**config.mk**
```make
export PLATFORM = sky130hd
export DESIGN_NAME = fetch_unit
export DESIGN_NICKNAME = d
export VERILOG_FILES = /design/src/rtl/fetch_pkg.sv /design/src/rtl/instr_fifo.sv /design/src/rtl/fetch_unit.sv
export SDC_FILE = /design/constraint.sdc
export NUM_CORES = 1
export LEC_CHECK = 0
export ABC_AREA = 1
export CAP_MARGIN = 30
export CELL_PAD_IN_SITES_DETAIL_PLACEMENT = 0
export CELL_PAD_IN_SITES_GLOBAL_PLACEMENT = 2
export CORE_ASPECT_RATIO = 0.7
export CORE_MARGIN = 2
export CORE_UTILIZATION = 34
export CTS_BUF_LIST = sky130_fd_sc_hd__clkbuf_4 sky130_fd_sc_hd__clkbuf_8
export DETAILED_ROUTE_END_ITERATION = 10
export HOLD_SLACK_MARGIN = 0.03
export PLACE_DENSITY = 0.91
export SLEW_MARGIN = 20
export SYNTH_ARGS = -nofsm -noshare
export SYNTH_HDL_FRONTEND = slang
export SYNTH_SLANG_ARGS = --single-unit
```
**constraint.sdc**
```tcl
create_clock -name clk -period 3.85 [get_ports clk]
set_input_delay 0.77 -clock clk [delete_from_list [all_inputs] [get_ports clk]]
set_output_delay 0.77 -clock clk [all_outputs]
set_load 0.05 [all_outputs]
```
**src/rtl/fetch_pkg.sv**
```systemverilog
// Shared types and constants for the instruction-fetch front end.
package fetch_pkg;

    localparam int unsigned FETCH_XLEN = 32;
    localparam int unsigned PC_STEP    = 4;

    typedef struct packed {
        logic [FETCH_XLEN-1:0] pc;
        logic [FETCH_XLEN-1:0] instr;
    } fetch_entry_t;

    typedef enum logic [0:0] {
        S_RUN   = 1'b0,
        S_DRAIN = 1'b1
    } fetch_state_e;

endpackage

```
**src/rtl/instr_fifo.sv**
```systemverilog
// Synchronous FIFO of fetch entries; flush wins over push and pop.
module instr_fifo
    import fetch_pkg::*;
#(
    parameter int unsigned DEPTH = 2,
    localparam int unsigned AW = (DEPTH > 1) ? $clog2(DEPTH) : 1,
    localparam int unsigned CW = $clog2(DEPTH + 1)
) (
    input  logic          clk,
    input  logic          rst_n,
    input  logic          push,
    input  fetch_entry_t  din,
    input  logic          pop,
    input  logic          flush,
    output fetch_entry_t  dout,
    output logic [CW-1:0] count,
    output logic          full,
    output logic          empty
);

    fetch_entry_t    mem [DEPTH];
    logic [AW-1:0]   wr_ptr_q;
    logic [AW-1:0]   rd_ptr_q;
    logic [CW-1:0]   count_q;
    logic            do_push;
    logic            do_pop;

    assign full    = (count_q == CW'(DEPTH));
    assign empty   = (count_q == '0);
    assign count   = count_q;
    assign dout    = mem[rd_ptr_q];
    assign do_pop  = pop && !empty;
    assign do_push = push && (!full || do_pop);

    // Pointers wrap naturally because DEPTH is a power of two.
    always_ff @(posedge clk or negedge rst_n) begin
        if (!rst_n) begin
            wr_ptr_q <= '0;
            rd_ptr_q <= '0;
            count_q  <= '0;
            for (int i = 0; i < int'(DEPTH); i++) begin
                mem[i] <= '0;
            end
        end else if (flush) begin
            wr_ptr_q <= '0;
            rd_ptr_q <= '0;
            count_q  <= '0;
        end else begin
            if (do_push) begin
                mem[wr_ptr_q] <= din;
                wr_ptr_q      <= AW'(wr_ptr_q + 1'b1);
            end
            if (do_pop) begin
                rd_ptr_q <= AW'(rd_ptr_q + 1'b1);
            end
            count_q <= count_q + CW'(do_push) - CW'(do_pop);
        end
    end

    a_no_overflow: assert property (@(posedge clk) disable iff (!rst_n)
        !(push && full && !pop && !flush));

endmodule

```
**src/rtl/fetch_unit.sv**
```systemverilog
// Instruction-fetch front end: owns the PC, issues in-order imem requests,
// buffers returned words and hands {instr, pc} to decode.
module fetch_unit
    import fetch_pkg::*;
#(
    parameter int unsigned     XLEN            = FETCH_XLEN,
    parameter logic [XLEN-1:0] RESET_PC        = '0,
    parameter int unsigned     BUF_DEPTH       = 2,
    parameter int unsigned     MAX_OUTSTANDING = 2
) (
    input  logic            clk,
    input  logic            rst_n,
    output logic            imem_req_valid,
    input  logic            imem_req_ready,
    output logic [XLEN-1:0] imem_req_addr,
    input  logic            imem_rsp_valid,
    input  logic [XLEN-1:0] imem_rsp_data,
    output logic            instr_valid,
    input  logic            instr_ready,
    output logic [XLEN-1:0] instr,
    output logic [XLEN-1:0] instr_pc,
    input  logic            PCsrc,
    input  logic [XLEN-1:0] PCTarget
);

    localparam int unsigned BW = $clog2(BUF_DEPTH + 1);
    localparam int unsigned OW = $clog2(MAX_OUTSTANDING + 1);
    localparam int unsigned SW = $clog2(BUF_DEPTH + MAX_OUTSTANDING + 1) + 1;

    logic [XLEN-1:0] pc_q;
    logic            req_en_q;
    logic [OW-1:0]   drop_cnt_q;
    logic [OW-1:0]   drop_d;
    fetch_state_e    state_q;
    fetch_entry_t    hold_q;

    fetch_entry_t    buf_din;
    fetch_entry_t    buf_head;
    logic [BW-1:0]   buf_count;
    logic            buf_full;
    logic            buf_empty;
    fetch_entry_t    pcq_din;
    fetch_entry_t    pcq_head;
    logic [OW-1:0]   outstanding;
    logic            pcq_full;
    logic            pcq_empty;

    logic [SW-1:0]   in_use;
    logic            req_fire;
    logic            rsp_keep;
    logic            instr_fire;
    logic            unused_ok;

    // Slots already claimed: kept in-flight responses plus buffered words.
    assign in_use         = SW'(outstanding) - SW'(drop_cnt_q) + SW'(buf_count);
    assign imem_req_valid = req_en_q && (in_use < SW'(BUF_DEPTH)) && !pcq_full && !PCsrc;
    assign imem_req_addr  = pc_q;
    assign req_fire       = imem_req_valid && imem_req_ready;
    assign rsp_keep       = imem_rsp_valid && (state_q == S_RUN) && !PCsrc;
    assign instr_fire     = instr_valid && instr_ready;

    assign buf_din = '{pc: pcq_head.pc, instr: imem_rsp_data};
    assign pcq_din = '{pc: pc_q, instr: '0};

    assign instr_valid = !buf_empty;
    assign instr       = buf_empty ? hold_q.instr : buf_head.instr;
    assign instr_pc    = buf_empty ? hold_q.pc    : buf_head.pc;

    assign unused_ok = ^{buf_full, pcq_empty, pcq_head.instr, PCTarget[1:0]};

    instr_fifo #(.DEPTH(BUF_DEPTH)) u_buf (
        .clk   (clk),
        .rst_n (rst_n),
        .push  (rsp_keep),
        .din   (buf_din),
        .pop   (instr_fire),
        .flush (PCsrc),
        .dout  (buf_head),
        .count (buf_count),
        .full  (buf_full),
        .empty (buf_empty)
    );

    // In-flight PC queue; its occupancy is the outstanding-request count.
    instr_fifo #(.DEPTH(MAX_OUTSTANDING)) u_pcq (
        .clk   (clk),
        .rst_n (rst_n),
        .push  (req_fire),
        .din   (pcq_din),
        .pop   (imem_rsp_valid),
        .flush (1'b0),
        .dout  (pcq_head),
        .count (outstanding),
        .full  (pcq_full),
        .empty (pcq_empty)
    );

    // A redirect orphans every response still pending after this cycle.
    always_comb begin
        drop_d = drop_cnt_q;
        if (PCsrc) begin
            drop_d = outstanding + OW'(req_fire) - OW'(imem_rsp_valid);
        end else if (imem_rsp_valid && (drop_cnt_q != '0)) begin
            drop_d = drop_cnt_q - OW'(1);
        end
    end

    always_ff @(posedge clk or negedge rst_n) begin
        if (!rst_n) begin
            pc_q       <= RESET_PC;
            req_en_q   <= 1'b0;
            drop_cnt_q <= '0;
            state_q    <= S_RUN;
            hold_q     <= '0;
        end else begin
            req_en_q   <= 1'b1;
            drop_cnt_q <= drop_d;
            state_q    <= (drop_d != '0) ? S_DRAIN : S_RUN;
            if (PCsrc) begin
                pc_q <= {PCTarget[XLEN-1:2], 2'b00};
            end else if (req_fire) begin
                pc_q <= pc_q + XLEN'(PC_STEP);
            end
            if (!buf_empty) begin
                hold_q <= buf_head;
            end
        end
    end

endmodule

```
==> reports/metrics.cfg <==
[sta]
clock_skew_ns=0.0284
setup_viol=0
finalSetupTns_ns=0
relSlewSlack=0.401
hold_viol=0
tightest_slew_ns=0.898
timing.final.max_slew_violations=0
clock.fmax_ghz=0.276
period_minus_slack_ns=3.62
period_share=0.941
rsz0062_at_grt=no

[logic_synthesis]
synth_top_area_frac=0.551
synth_simple_gate_area_frac=0.245
synth_adder_area_share=0.0126
synth_cells=1642
synth_xor_xnor_area_share=0.00870
synth_mux_area_frac=0
ys_seq_area_frac=0.551
synthArstFlopShare=1.00
synth_compound_area_frac=0.115
ys_warn_count=0
synth_top_family_by_area=simple AND/OR/NAND/NOR gates
avgSynthCellArea_sq_um=7.97
synth.distinct_cells=29
synthTopCellsByArea=dfrtp_1 (55%), nand2_1 (18%), a21oi_1 (4.8%)
ys_ff_latch=288
synth_ff_type=dfrtp_1
synthesis.area_sq_mm=0.0131
synth_edf_count=0
yosysTopAreaCell=dfrtp_1

[clock_network]
cts-buffers-inserted=48
holdBufCountCts=0
post_cts_buffers=0
root_buffer=clkbuf_8
cts_tree=done
post_cts_resized=0
cts_max_level=2
clock_latency_ns=0.60
cts_sinks=288
cts_buffer_depth=3
clk_pin_slew_worst_paths_ns=0.06

[power]
power.total_mw=17.2
vdd_drop_max_v=0.000557
p_leak_nw=8.01
power_density_mw_per_mm2=1060

[detailed_routing]
dr_total_vias=11300
post_drt_via_cell_ratio=4.84
wl_per_cell_um=16.0
wirelength_um=37400
dr.pass1.iters=5
drtIter0Drc=693
drc=0
drtAntennaViolNets=0

[flow_run]
drv_cap=0

[worst_setup_path]
path_max_fanout=3
rr_worst_depth=13
rrSetupSlack_ns=0.59
startpoint_type=register
worst_setup_path_end_kind=primary output
r2r_start=drop_cnt_q[0]$_DFF_PN0_
worstReg2RegEnd=imem_req_addr[5]$_DFFE_PN0P_
required_ns=3.08
path_class=register to primary output
crit_arrival_ns=2.85

[floorplan]
die_x_um=239
start_util=0.343
io_pins=168
row_count=60
core-area_sq_mm=0.0382
die_y_um=168
die_area_sq_mm=0.0401

[finish]
synthToLayoutAreaGrowth_pct=24.2
antenna_cells=0
final_cell_mix=nand2_1 (626), dfrtp_1 (287), clkdlybuf4s50_1 (129)
final_core_util=0.425
finalNetCount=1877
layout_commonest_cell=nand2_1
drive_gt1_frac=0.0938

[worst_hold_path]
hp-class=input pin to asynchronous set/reset pin

[placed_design]
dp_hpwl_um=23200
port_buffers=161
gp_congestion=0.817

[global_route]
grt-ovfl-total=0
grt_usage=0.190
grt_pass1_vias=11200
grt_pass1_wl_um=60900
antenna_found_initial=0
grt_max_degree=113

[status]
run_status=finished, final reports clean

## worst max-delay path by stage
| stage | depth (start not counted) | from | end | slack (ns) |
|---|---|---|---|---|
| after floorplan | 17 | u_pcq.count[0]$_DFF_PN0_ | state_q$_DFF_PN0_ | 0.78 |
| after global placement | 16 | u_pcq.count[0]$_DFF_PN0_ | state_q$_DFF_PN0_ | 0.61 |
| after detailed placement | 15 | drop_cnt_q[0]$_DFF_PN0_ | state_q$_DFF_PN0_ | 0.60 |
| after CTS | 10 | drop_cnt_q[0]$_DFF_PN0_ | imem_req_valid | 0.18 |
| after global routing | 10 | drop_cnt_q[0]$_DFF_PN0_ | imem_req_valid | 0.09 |
| final | 10 | drop_cnt_q[0]$_DFF_PN0_ | imem_req_valid | 0.23 |
## per-layer routing
layer	wire, um	share of wire	up-vias	global-route usage
met5	0	0	-	0
met4	705	0.019	0	0.0514
met1	19000	0.51	5493	0.289
met2	15800	0.42	257	0.279
met3	1850	0.049	55	0.0326
li1	-	-	5478	-
## report_power, final
part | switching, mW | internal (mW)
registers | 0.740 | 4.28
logic | 6.45 | 2.73
clock network | 1.29 | 1.65
## cell families after synthesis
family / Yosys count
xor+xnor: 13
buf+inv: 210
other cells: 2
simple gates: 818
fa+ha+maj: 12
flops: 288
compound gates: 299
## metrics by stage
stage	cell area, sq um	hold slack [ns]	std cells	worst slack, ns
after floorplan	13100	0.442	1645	0.778
after global placement	15100	0.456	2239	0.610
after detailed placement	15200	0.458	2240	0.598
after CTS	16200	0.291	2329	0.184
after global routing	16300	0.325	2330	0.0922
final	16300	0.263	2330	0.228
## registers in the layout (all words and copies together) (netlist names)
signal	flops
u_buf.mem	124
hold_q	62
u_pcq.mem	60
imem_req_addr	30
drop_cnt_q	2
u_buf.count	2
u_pcq.count	2
req_en_q	1
state_q	1
u_buf.rd_ptr_q	1
u_buf.wr_ptr_q	1
u_pcq.rd_ptr_q	1
u_pcq.wr_ptr_q	1
## layout make-up
cell class / instances / area [sq um]
Inverter: 118 / 443
Timing Repair Buffer: 192 / 1900
Clock buffer: 77 / 997
Tap cell: 496 / 621
Clock inverter: 12 / 68.8
Sequential cell: 288 / 7210
Multi-Input combinational cell: 1147 / 5020
Fill cell: 3833 / 22000
## worst max-delay path, cell delays in order (launching register included)
cell     delay, ns
dfrtp_1       0.41
ha_1          0.22
fa_1          0.48
inv_1         0.07
fa_1          0.45
inv_1         0.07
nand2_1       0.06
nor2_2        0.16
nand2_1       0.09
inv_1         0.10
buf_12        0.14
## cell usage after synthesis (5+ instances only)
cell      instances
buf_4            13
ha_1             10
xnor2_1           5
nor2_1          114
xor2_1            8
dfrtp_1         288
buf_2            26
nand2_1         626
inv_1           112
a21oi_1         126
inv_2             6
clkbuf_1         50
nor2_2            6
nand3_1          63
o21ai_1          81
o21ai_0          90
No activity file was read; power rests on OpenSTA's default activity.
